`config.mk`:
```
export PLATFORM = sky130hd
export DESIGN_NAME = multi_channel_decim_delay
export DESIGN_NICKNAME = d
export VERILOG_FILES = /design/src/rtl/multi_channel_decim_delay.sv
export SDC_FILE = /design/constraint.sdc
export NUM_CORES = 1
export LEC_CHECK = 0
export CORE_ASPECT_RATIO = 0.6
export CORE_MARGIN = 3
export CORE_UTILIZATION = 30
export CTS_CLUSTER_SIZE = 16
export DETAILED_ROUTE_END_ITERATION = 8
export PLACE_DENSITY_LB_ADDON = 0.08
export SKIP_CTS_REPAIR_TIMING = 1
export SLEW_MARGIN = 5
export SYNTH_ARGS = -nofsm -noshare
export SYNTH_HDL_FRONTEND = slang
export SYNTH_SLANG_ARGS = --single-unit
```
`constraint.sdc`:
```
create_clock -name clk -period 3.3 [get_ports clk]
set_input_delay 0.33 -clock clk [delete_from_list [all_inputs] [get_ports clk]]
set_output_delay 0.33 -clock clk [all_outputs]
set_load 0.01 [all_outputs]
```
`src/rtl/multi_channel_decim_delay.sv`:
```
// Multi-channel decimator (keep every Nth valid beat) followed by a programmable
// delay line of 0..DEPTH kept-sample periods with a registered, strobed output.
module multi_channel_decim_delay #(
   parameter int CHANNELS = 7,
   parameter int WIDTH    = 12,
   parameter int DEPTH    = 4,
   parameter int DECIM_W  = 4
) (
   input  logic                          clk,
   input  logic                          rst_n,
   input  logic                          flush,
   input  logic                          in_valid,
   input  logic [CHANNELS*WIDTH-1:0]     in_data,
   input  logic [DECIM_W-1:0]            decim,
   input  logic [$clog2(DEPTH+1)-1:0]    delay_sel,
   output logic                          out_valid,
   output logic [CHANNELS*WIDTH-1:0]     out_data
);

   localparam int DW    = CHANNELS * WIDTH;
   localparam int SEL_W = $clog2(DEPTH + 1);
   localparam logic [SEL_W-1:0] DEPTH_SEL = SEL_W'(DEPTH);

   logic [DECIM_W-1:0] cnt_q, cnt_d;
   logic [SEL_W-1:0]   fill_q, fill_d;
   logic               out_valid_q, out_valid_d;
   logic [DW-1:0]      out_data_q, out_data_d;
   logic [DW-1:0]      stage_q [DEPTH];
   logic [DW-1:0]      stage_d [DEPTH];

   logic [DECIM_W-1:0] neff_m1;
   logic               kept;
   logic [SEL_W-1:0]   d_eff;
   logic               primed;
   logic [DW-1:0]      sel_data;

   // ">=" rather than "==" so a run-time drop in decim cannot lock the counter out
   assign neff_m1 = (decim == '0) ? '0 : decim - 1'b1;
   assign kept    = in_valid && (cnt_q >= neff_m1);
   assign d_eff   = (delay_sel > DEPTH_SEL) ? DEPTH_SEL : delay_sel;
   assign primed  = (d_eff == '0) || (fill_q >= d_eff);

   always_comb begin
      sel_data = '0;
      for (int k = 0; k < DEPTH; k++) begin
         if (d_eff == SEL_W'(k + 1)) sel_data = stage_q[k];
      end
   end

   always_comb begin
      cnt_d       = cnt_q;
      fill_d      = fill_q;
      out_valid_d = 1'b0;
      out_data_d  = out_data_q;
      stage_d     = stage_q;
      if (flush) begin
         cnt_d      = '0;
         fill_d     = '0;
         out_data_d = '0;
         for (int k = 0; k < DEPTH; k++) stage_d[k] = '0;
      end else if (in_valid) begin
         if (kept) begin
            cnt_d      = '0;
            stage_d[0] = in_data;
            for (int k = 1; k < DEPTH; k++) stage_d[k] = stage_q[k-1];
            if (fill_q != DEPTH_SEL) fill_d = fill_q + 1'b1;
            // Output taps the pre-shift stages: the sample kept d_eff beats ago
            if (primed) begin
               out_valid_d = 1'b1;
               out_data_d  = (d_eff == '0) ? in_data : sel_data;
            end
         end else begin
            cnt_d = cnt_q + 1'b1;
         end
      end
   end

   always_ff @(posedge clk or negedge rst_n) begin
      if (!rst_n) begin
         cnt_q       <= '0;
         fill_q      <= '0;
         out_valid_q <= 1'b0;
         out_data_q  <= '0;
         for (int k = 0; k < DEPTH; k++) stage_q[k] <= '0;
      end else begin
         cnt_q       <= cnt_d;
         fill_q      <= fill_d;
         out_valid_q <= out_valid_d;
         out_data_q  <= out_data_d;
         for (int k = 0; k < DEPTH; k++) stage_q[k] <= stage_d[k];
      end
   end

   assign out_valid = out_valid_q;
   assign out_data  = out_data_q;

endmodule
```
==> results of run 1 <==
[where the power goes]
| part | switching (mW) | internal [mW] |
|---|---|---|
| Combinational | 1.34 | 0.580 |
| Clock | 2.27 | 3.11 |
| Sequential | 0.0503 | 5.32 |
[registers in the layout (all words and copies together) (netlist names)]
register,cells
out_valid,1
fill_q,3
out_data,84
stage_q,336
cnt_q,4
[final cells by class]
cell class                 instances  area, um^2  share of cell area, %
antenna                            3        7.51                 0.0292
timing repair buffer             245        2800                   10.9
inverter                           6        25.0                 0.0972
multi-input combinational       1654        9520                   37.0
clock inverter                     9        95.1                  0.369
clock buffer                      74        1430                   5.55
tap                              924        1160                   4.49
sequential                       428       10700                   41.6
[worst max path at each step]
stage / endpoint / slack (ns) / startpoint
floorplan: out_data[33] / 0.95 / decim[1]
global placement: stage_q[210] / 0.17 / decim[1]
detailed placement: stage_q[195] / 0.17 / decim[1]
CTS: stage_q[27] / 0.74 / decim[1]
global route: stage_q[27] / 0.59 / decim[1]
finish: stage_q[27] / 0.68 / decim[1]
[critical path, cell delays in order]
cell and delay (ns):
clkdlybuf4s50_1 0.46, or2_2 0.33, nor3b_1 0.20, a21oi_1 0.09, ha_1 0.28, o21a_1 0.19, o21a_4 0.19, buf_12 0.48
nand3_1 0.20, a21oi_1 0.20
[cell usage in the layout (no fill, tap or decap), types with 11 or more instances in the layout]
cell type and instances:
o22ai_1 84, dfrtp_1 428, clkbuf_16 49, clkdlybuf4s50_1 176, or4_1 84, buf_4 25
o21ai_0 335, a21oi_1 340, clkbuf_1 14, nor2_1 91, a211oi_1 85, nor2b_1 87
nand2b_1 87, nand3_1 336, clkbuf_8 11, buf_12 40, mux2i_1 85
[cell families (layout without fill, tap and decap cells)]
family,count (synthesis),after routing
AOI/OAI and AO/OA,856,856
other,0,3
and+or+nand+nor,699,699
adders and majority gates,10,10
muxes,86,86
DFF,428,428
buffers and inverters,277,334
xor gates and xnor gates,3,3
[synth_stat cells (2+ instances only)]
library cell / count / area [um^2]
nor2b_1: 87 / 544
nor2_1: 91 / 342
a21oi_1: 340 / 1700
o21ai_1: 3 / 15.0
buf_2: 23 / 115
nand2b_1: 87 / 544
clkbuf_1: 175 / 657
buf_6: 6 / 67.6
nand2_1: 2 / 7.51
buf_1: 45 / 169
o21a_1: 3 / 22.5
xor2_1: 2 / 17.5
or4_1: 84 / 631
a211oi_1: 85 / 638
mux2i_1: 85 / 851
ha_1: 10 / 125
dfrtp_1: 428 / 10700
o22ai_1: 84 / 526
o21ai_0: 335 / 1680
nor3_1: 6 / 30.0
buf_4: 18 / 135
inv_1: 6 / 22.5
clkbuf_4: 3 / 22.5
nand3_1: 336 / 1680
[metal layers]
metal  vias to the layer above  routed length (um)  global-route usage [%]
met3                        93                3290                    2.92
met1                      9372               34000                    27.0
li1                       8615                   -                       -
met5                         -                   0                       0
met4                         0                1570                    5.38
met2                       484               31000                    28.0
[metrics by stage]
step           setup WS [ns]  utilization, %  hold WS [ns]  total power, mW  area [um^2]
2_1_floorplan          0.950               -        0.0344             6.46        21400
3_3_place_gp           0.172            34.5         0.311             7.39        24200
3_5_place_dp           0.170            34.5         0.312             7.40        24200
4_1_cts                0.745            36.7        -0.327             12.9        25700
5_1_grt                0.588            36.7         0.315             13.3        25700
6_report               0.681            36.7         0.291             12.7        25700
==> flow_summary_export.csv, run 1 <==
group,metric,value,unit
synthesis,ys_seq_area_share,50.1,%
finish,fillerInstances,7002,
synthesis,ys_seq_elements,428,
route,vias,18564,
floorplanning,dieArea,74600,um^2
placed_design,placed_cells,3256,
route,drt_wl_total,69.9,mm
critical_path,rr_startpoint,"cnt_q[0]",
synthesis,synth_compound_area_share,21.7,%
synthesis,syn_inst,2359,
floorplanning,die_x,351,um
finish,nets,2487,
clocking,cts_tree,"built",
worst_hold_path,hp-class,"input port to asynchronous set/reset pin",
clocking,clk_pin_slew_worst_paths,0.06,ns
clocking,cts-root-buf,"clkbuf_16",
critical_path,path_class,"input port to flop",
timing,worst_pin_slew,0.912,ns
finish,stdcell_count,3343,
route,ant_nets,0,
synthesis,synth.avg_cell_area,9.06,um^2
route,viasPerCell,5.55,
floorplanning,row_count,75,
finish,drive_above_1_share,6.13,%
critical_path,r2r_end,"stage_q[161]",
clocking,clk_latency,0.59,ns
route,first_iter_violations,1664,
synthesis,async_flop_share,100,%
synthesis,synthSimpleGateAreaFrac,17.9,%
floorplanning,coreArea,70200,um^2
critical_path,end_kind,"flop",
synthesis,ys.flop_type,"dfrtp_1",
clocking,cts_buffers,47,
route,drc_errors,0,
route,wl_per_cell,20.9,um
grt,grt_pass1_wl,110,mm
synthesis,synthMuxAreaShare,4.03,%
floorplanning,io_pins,180,
status,status,"complete, no violations",
timing,finClkSkew,0.0223,ns
timing,fin_crit_sh,79.4,%
timing,fin_setup_tns,0,ns
critical_path,critPathLaunchType,"input port",
timing,rsz0062_at_grt,"false",
synthesis,synth_top_family_by_area,"compound AO/OA/AOI/OAI gates",
timing,relSlewSlack,39.2,%
grt,grt_pass1_vias,18146,
critical_path,r2r_cells,8,
placed_design,gp_routability_congestion,0.734,
synthesis,synth_warnings,0,
power_and_ir_drop,p_per_area,492,nW/um^2
critical_path,cp_data_required_time,3.80,ns
timing,slew_violations,0,
synthesis,synth_fa_ha_area_share,0.586,%
clocking,h-tree-depth,2,
grt,grt.total_usage,18.4,%
grt,gr-total-overflow,0,
critical_path,critical_path_arrival,3.12,ns
critical_path,r2r_slack,1.08,ns
clocking,cts_max_path_buffers,3,
synthesis,synth_edf_count,0,
placed_design,portBuffers,179,
timing,finalSetupViolCount,0,
synthesis,synth.distinct_cells,39,
floorplanning,die_y,213,um
critical_path,crit_fanout,152,
clocking,cts.sinks,428,
synthesis,synth_xor_area_share,0.123,%
grt,grt_max_degree,153,
placed_design,dp_hpwl,38.5,mm
timing,final-hold-violation-count,0,
job,drv_cap,0,
floorplanning,initial_core_util,30.4,%
power_and_ir_drop,ir_drop,0.000375,V
grt,antenna_found_initial,3,
timing,max_freq,382,MHz
finish,syn_to_final_growth,20.5,%
power_and_ir_drop,p_leak,9.75,nW
synthesis,synth_nets,2464,
route,dr.pass1.iters,5,
timing,post-route-min-period,2.62,ns
synthesis,syn-cell-area,21400,um^2
No activity file was read; power rests on OpenSTA's default activity.
==> inputs of run 2 (changes only) <==
==> constraint.sdc (replaced) <==
create_clock -name clk -period 2.3 [get_ports clk]
set_input_delay 0.23 -clock clk [delete_from_list [all_inputs] [get_ports clk]]
set_output_delay 0.23 -clock clk [all_outputs]
set_load 0.01 [all_outputs]
==> run 2 against run 1 <==
Design area increased by 3.8%. Worst hold slack got worse by 0.16 ns. Highest routed layer is now met5. Wire length grew 0.67%. Total power grew 49%. Largest cell class unchanged.
==> flow_summary_export.csv, run 2 (same netlist as run 1, synthesis figures left out) <==
group,metric,value,unit
status,status,"complete, no violations",
timing,fin_setup_tns,0,ns
route,dr_wl_met2,32.0,mm
finish,drive_above_1_share,8.86,%
critical_path,critPathLaunchType,"input port",
route,wl_per_cell,20.6,um
timing,worst_pin_slew,0.708,ns
critical_path,critical_path_arrival,2.67,ns
route,top_layer,"met5",
timing,slew_violations,0,
grt,grt_pass1_vias,18485,
floorplanning,die_y,213,um
floorplanning,initial_core_util,30.4,%
route,viasPerCell,5.51,
critical_path,cpLargestDelayFamily,"buffers and inverters",
finish,fillerInstances,6932,
critical_path,worstPathCellList,"clkdlybuf4s50_1, or2_2, nor3b_1, a21oi_1, ha_1, o21a_1, o21ai_4, buf_12, buf_16, o21ai_0, a21oi_1",
grt,grt_max_degree,99,
critical_path,rr_startpoint,"cnt_q[0]",
clocking,cts-root-buf,"clkbuf_16",
power_and_ir_drop,p_int,13.5,mW
power_and_ir_drop,ir_drop,0.000438,V
route,wl_met1,33.8,mm
critical_path,r2r_end,"stage_q[211]",
placed_design,gp_routability_congestion,0.749,
critical_path,r2r_slack,0.27,ns
worst_hold_path,hp-class,"input port to flop",
floorplanning,row_count,75,
grt,gr-total-overflow,0,
timing,rsz0062_at_grt,"true",
critical_path,cp.depth,11,
timing,post-route-min-period,2.17,ns
finish,regArea,10700,um^2
floorplanning,die_x,351,um
finish,nets,2554,
clocking,clk_latency,0.60,ns
power_and_ir_drop,switching_share,28.2,%
finish,multi_input_area,9520,um^2
route,drc_errors,0,
critical_path,endpoint,"stage_q[48]",
finish,layout_common_cells,"428 x dfrtp_1, 340 x a21oi_1, 336 x nand3_1, 335 x o21ai_0, 176 x clkdlybuf4s50_1",
power_and_ir_drop,clockPowerShare,43.2,%
critical_path,slowest_stage,"clkdlybuf4s50_1",
route,wl_met3,3.23,mm
clocking,cts_buffers,47,
critical_path,end_kind,"flop",
finish,largest_reg_flops,336,
placed_design,dp_hpwl,41.6,mm
timing,relSlewSlack,52.8,%
critical_path,r2r_cells,8,
critical_path,critPathMostFrequentCell,"a21oi_1",
power_and_ir_drop,sequentialPowerShare,40.9,%
route,ant_nets,0,
critical_path,cp_data_required_time,2.80,ns
power_and_ir_drop,pwr-share-comb,15.9,%
floorplanning,dieArea,74600,um^2
clocking,cts.sinks,428,
route,drt_wl_total,70.3,mm
power_and_ir_drop,p_leak,10.3,nW
timing,finalSetupViolCount,0,
finish,syn_to_final_growth,25.0,%
route,first_iter_violations,1564,
floorplanning,io_pins,180,
power_and_ir_drop,power_switching,5.31,mW
critical_path,crit_fanout,56,
clocking,cts_tree,"built",
grt,antenna_found_initial,10,
critical_path,path_class,"input port to flop",
clocking,clk_pin_slew_worst_paths,0.06,ns
clocking,h-tree-depth,2,
placed_design,portBuffers,179,
timing,finClkSkew,0.0209,ns
critical_path,cp-startpoint,"decim[1]",
clocking,cts_max_path_buffers,3,
grt,grt.total_usage,18.6,%
floorplanning,coreArea,70200,um^2
critical_path,critical_path_buf_inv_count,3,
grt,grt_pass1_wl,111,mm
finish,largest-register,"stage_q",
finish,layout_commonest_cell,"dfrtp_1",
route,vias,18826,
timing,max_freq,461,MHz
route,dr.pass1.iters,5,
critical_path,max_stage_delay,0.42,ns
timing,fin_crit_sh,94.4,%
job,drv_cap,0,
finish,post-route-util,38.1,%
timing,final-hold-violation-count,0,
power_and_ir_drop,p_per_area,705,nW/um^2
## run 2: how the worst min path moves through the flow
| stage | from | end | depth (start not counted) |
|---|---|---|---|
| 2_1_floorplan | rst_n | cnt_q[0] | 0 |
| 3_3_place_gp | rst_n | out_data[55] | 1 |
| 3_5_place_dp | rst_n | out_data[55] | 1 |
| 4_1_cts | rst_n | out_data[55] | 1 |
| 5_1_grt | flush | stage_q[278] | 2 |
| 6_report | flush | stage_q[110] | 2 |
## run 2: through the flow
stage	instance area, um^2	hold slack, ns	setup WS (ns)	instances	total power [mW]
floorplan	21400	-0.0656	0.0495	2359	9.27
global placement	25000	0.221	-0.518	3322	10.8
detailed placement	25000	0.220	-0.487	3322	10.8
CTS	26600	-0.424	0.137	3406	19.1
global route	26700	0.132	-0.0241	3416	19.7
finish	26700	0.131	0.129	3416	18.8
## run 2: metal layers
metal,global-route usage (%),vias to the layer above
met4,5.67,2
li1,-,8764
met2,28.7,507
met5,0,-
met3,3.05,94
met1,26.9,9459
## run 2: power groups by stage
stage,registers (mW),logic [mW],clock network [mW]
2_1_floorplan,7.83,1.44,0
3_3_place_gp,7.84,3.00,0
3_5_place_dp,7.84,3.00,0
4_1_cts,7.70,3.01,8.44
5_1_grt,7.71,3.25,8.71
6_report,7.70,3.00,8.13
## run 2: layout make-up
cell class                      count  area share (%)
Clock buffer                       68            5.19
Clock inverter                     16           0.880
Antenna cell                        8          0.0749
Sequential cell                   428            40.1
Timing Repair Buffer              312            13.7
Tap cell                          924            4.33
Inverter                            6          0.0937
Multi-Input combinational cell   1654            35.6
## run 2: worst register-to-register path: stages (launching register included)
cell	delay [ns]
dfrtp_1	0.41
inv_1	0.07
ha_1	0.29
nor2b_1	0.26
o21a_4	0.26
buf_12	0.19
buf_4	0.22
o21ai_0	0.11
a21oi_1	0.16
==> inputs of run 3 (changes only) <==
--- a/config.mk
+++ b/config.mk
@@ -6,12 +6,12 @@
 export NUM_CORES = 1
 export LEC_CHECK = 0
 export CORE_ASPECT_RATIO = 0.6
-export CORE_MARGIN = 3
 export CORE_UTILIZATION = 30
 export CTS_CLUSTER_SIZE = 16
 export DETAILED_ROUTE_END_ITERATION = 8
 export PLACE_DENSITY_LB_ADDON = 0.08
 export SKIP_CTS_REPAIR_TIMING = 1
+export SKIP_LAST_GASP = 1
 export SLEW_MARGIN = 5
 export SYNTH_ARGS = -nofsm -noshare
 export SYNTH_HDL_FRONTEND = slang
==> run 3 against run 2 <==
Via count rose by 0.69%. Critical path depth rose by 2. Total power fell by 0.16%. Final cell count rose by 0.82%. Clock power fell by 4.4%. Die area fell by 3.0%. Largest cell class unchanged. Largest power group unchanged.
==> flow_summary_export.csv, run 3 (same netlist as run 1, synthesis figures left out) <==
group,metric,value,unit
timing,max_freq,463,MHz
floorplanning,die_y,209,um
power_and_ir_drop,p_int,13.4,mW
floorplanning,initial_core_util,30.4,%
clocking,clk_latency,0.60,ns
floorplanning,die_x,347,um
finish,largest_reg_flops,336,
finish,drive_above_1_share,10.0,%
finish,fillerInstances,6883,
power_and_ir_drop,ir_drop,0.000545,V
timing,rsz0062_at_grt,"false",
power_and_ir_drop,power_switching,5.40,mW
status,status,"complete, no violations",
clocking,h-tree-depth,2,
critical_path,cp_data_required_time,2.74,ns
critical_path,crit_fanout,7,
finish,nets,2590,
grt,grt.total_usage,19.4,%
placed_design,portBuffers,179,
finish,layout_commonest_cell,"dfrtp_1",
critical_path,path_class,"input port to flop",
placed_design,gp_routability_congestion,0.748,
power_and_ir_drop,p_leak,10.5,nW
timing,relSlewSlack,54.4,%
floorplanning,coreArea,70200,um^2
critical_path,critical_path_arrival,2.60,ns
route,vias,18956,
clocking,cts-root-buf,"clkbuf_16",
finish,post-route-util,38.7,%
clocking,cts_buffers,47,
route,ant_nets,0,
finish,final_cell_area,27200,um^2
clocking,cts.sinks,428,
route,drt_wl_total,72.0,mm
worst_hold_path,hp-class,"input port to asynchronous set/reset pin",
critical_path,end_kind,"flop",
job,drv_cap,0,
grt,grt_pass1_wl,112,mm
power_and_ir_drop,p_per_area,691,nW/um^2
floorplanning,io_pins,180,
timing,fin_crit_sh,94.0,%
timing,finalSetupViolCount,0,
grt,grt_max_degree,89,
timing,post-route-min-period,2.16,ns
finish,syn_to_final_growth,27.3,%
route,viasPerCell,5.50,
finish,layout_common_cells,"428 x dfrtp_1, 339 x a21oi_1, 336 x nand3_1, 335 x o21ai_0, 176 x clkdlybuf4s50_1",
route,dr.pass1.iters,5,
floorplanning,row_count,75,
timing,final-hold-violation-count,0,
timing,slew_violations,0,
power_and_ir_drop,clockPowerShare,41.3,%
power_and_ir_drop,pwr-share-comb,17.7,%
timing,worst_pin_slew,0.684,ns
power_and_ir_drop,switching_share,28.7,%
grt,grt_pass1_vias,18549,
route,first_iter_violations,1780,
grt,gr-total-overflow,0,
finish,largest-register,"stage_q",
power_and_ir_drop,sequentialPowerShare,41.0,%
clocking,cts_tree,"built",
clocking,cts_max_path_buffers,3,
critical_path,critPathLaunchType,"input port",
timing,hold_ws,0.122,ns
placed_design,postPlaceCellArea,25300,um^2
route,wl_per_cell,20.9,um
floorplanning,dieArea,72300,um^2
grt,antenna_found_initial,1,
placed_design,dp_hpwl,42.2,mm
route,drc_errors,0,
timing,finClkSkew,0.0230,ns
clocking,clk_pin_slew_worst_paths,0.06,ns
[run 3: through the flow]
stage	instances	worst slack (ns)	TNS, ns	total power [mW]
2_1_floorplan	2359	0.0495	0	9.27
3_3_place_gp	3346	-0.544	-198.46	10.9
3_5_place_dp	3346	-0.541	-204.12	10.9
4_1_cts	3429	0.105	0	18.8
5_1_grt	3444	0.000445	0	19.6
6_report	3444	0.139	0	18.8
[run 3: worst max-delay path, cell delays in order]
cell             delay, ns
clkdlybuf4s50_1       0.44
or2_4                 0.27
buf_4                 0.14
nor2_1                0.10
a21oi_1               0.06
ha_1                  0.28
inv_1                 0.09
o21a_4                0.30
buf_12                0.15
clkbuf_16             0.15
buf_4                 0.14
o21ai_0               0.17
a21oi_1               0.09
[run 3: power by group through the flow]
| stage | combinational [mW] | clock [mW] | sequential [mW] |
|---|---|---|---|
| global placement | 3.11 | 0 | 7.84 |
| detailed placement | 3.11 | 0 | 7.84 |
| CTS | 3.11 | 8.02 | 7.70 |
| global route | 3.57 | 8.32 | 7.71 |
| finish | 3.33 | 7.77 | 7.70 |
| floorplan | 1.44 | 0 | 7.83 |
[run 3: metal layers]
layer	share of wire [%]	up-vias	GRT usage, %	routed length, um
li1	-	8813	-	-
met1	49	9507	29.1	35200
met2	44	540	28.7	31800
met3	4.8	96	2.77	3420
met4	2.2	0	5.61	1600
met5	0	-	0	0
[run 3: layout make-up]
type / count / area (um^2) / share of cell area, %
antenna: 1 / 2.50 / 0.00920
clock buffer: 81 / 1510 / 5.54
clock inverter: 2 / 35.0 / 0.129
inverter: 6 / 25.0 / 0.0920
multi-input combinational: 1655 / 9550 / 35.1
sequential: 428 / 10700 / 39.4
tap: 924 / 1160 / 4.25
timing repair buffer: 347 / 4220 / 15.5
[run 3: worst paths after layout]
kind	start	end	slack (ns)	depth (start not counted)
max	decim[1]	stage_q[215]	0.14	13
min	rst_n	out_data[55]	0.12	2
max reg2reg	cnt_q[0]	stage_q[173]	0.16	8
min reg2reg	out_data[43]	out_data[43]	0.54	2
max in group asynchronous	rst_n	stage_q[104]	1.38	3
min in group clk	flush	stage_q[111]	0.14	2
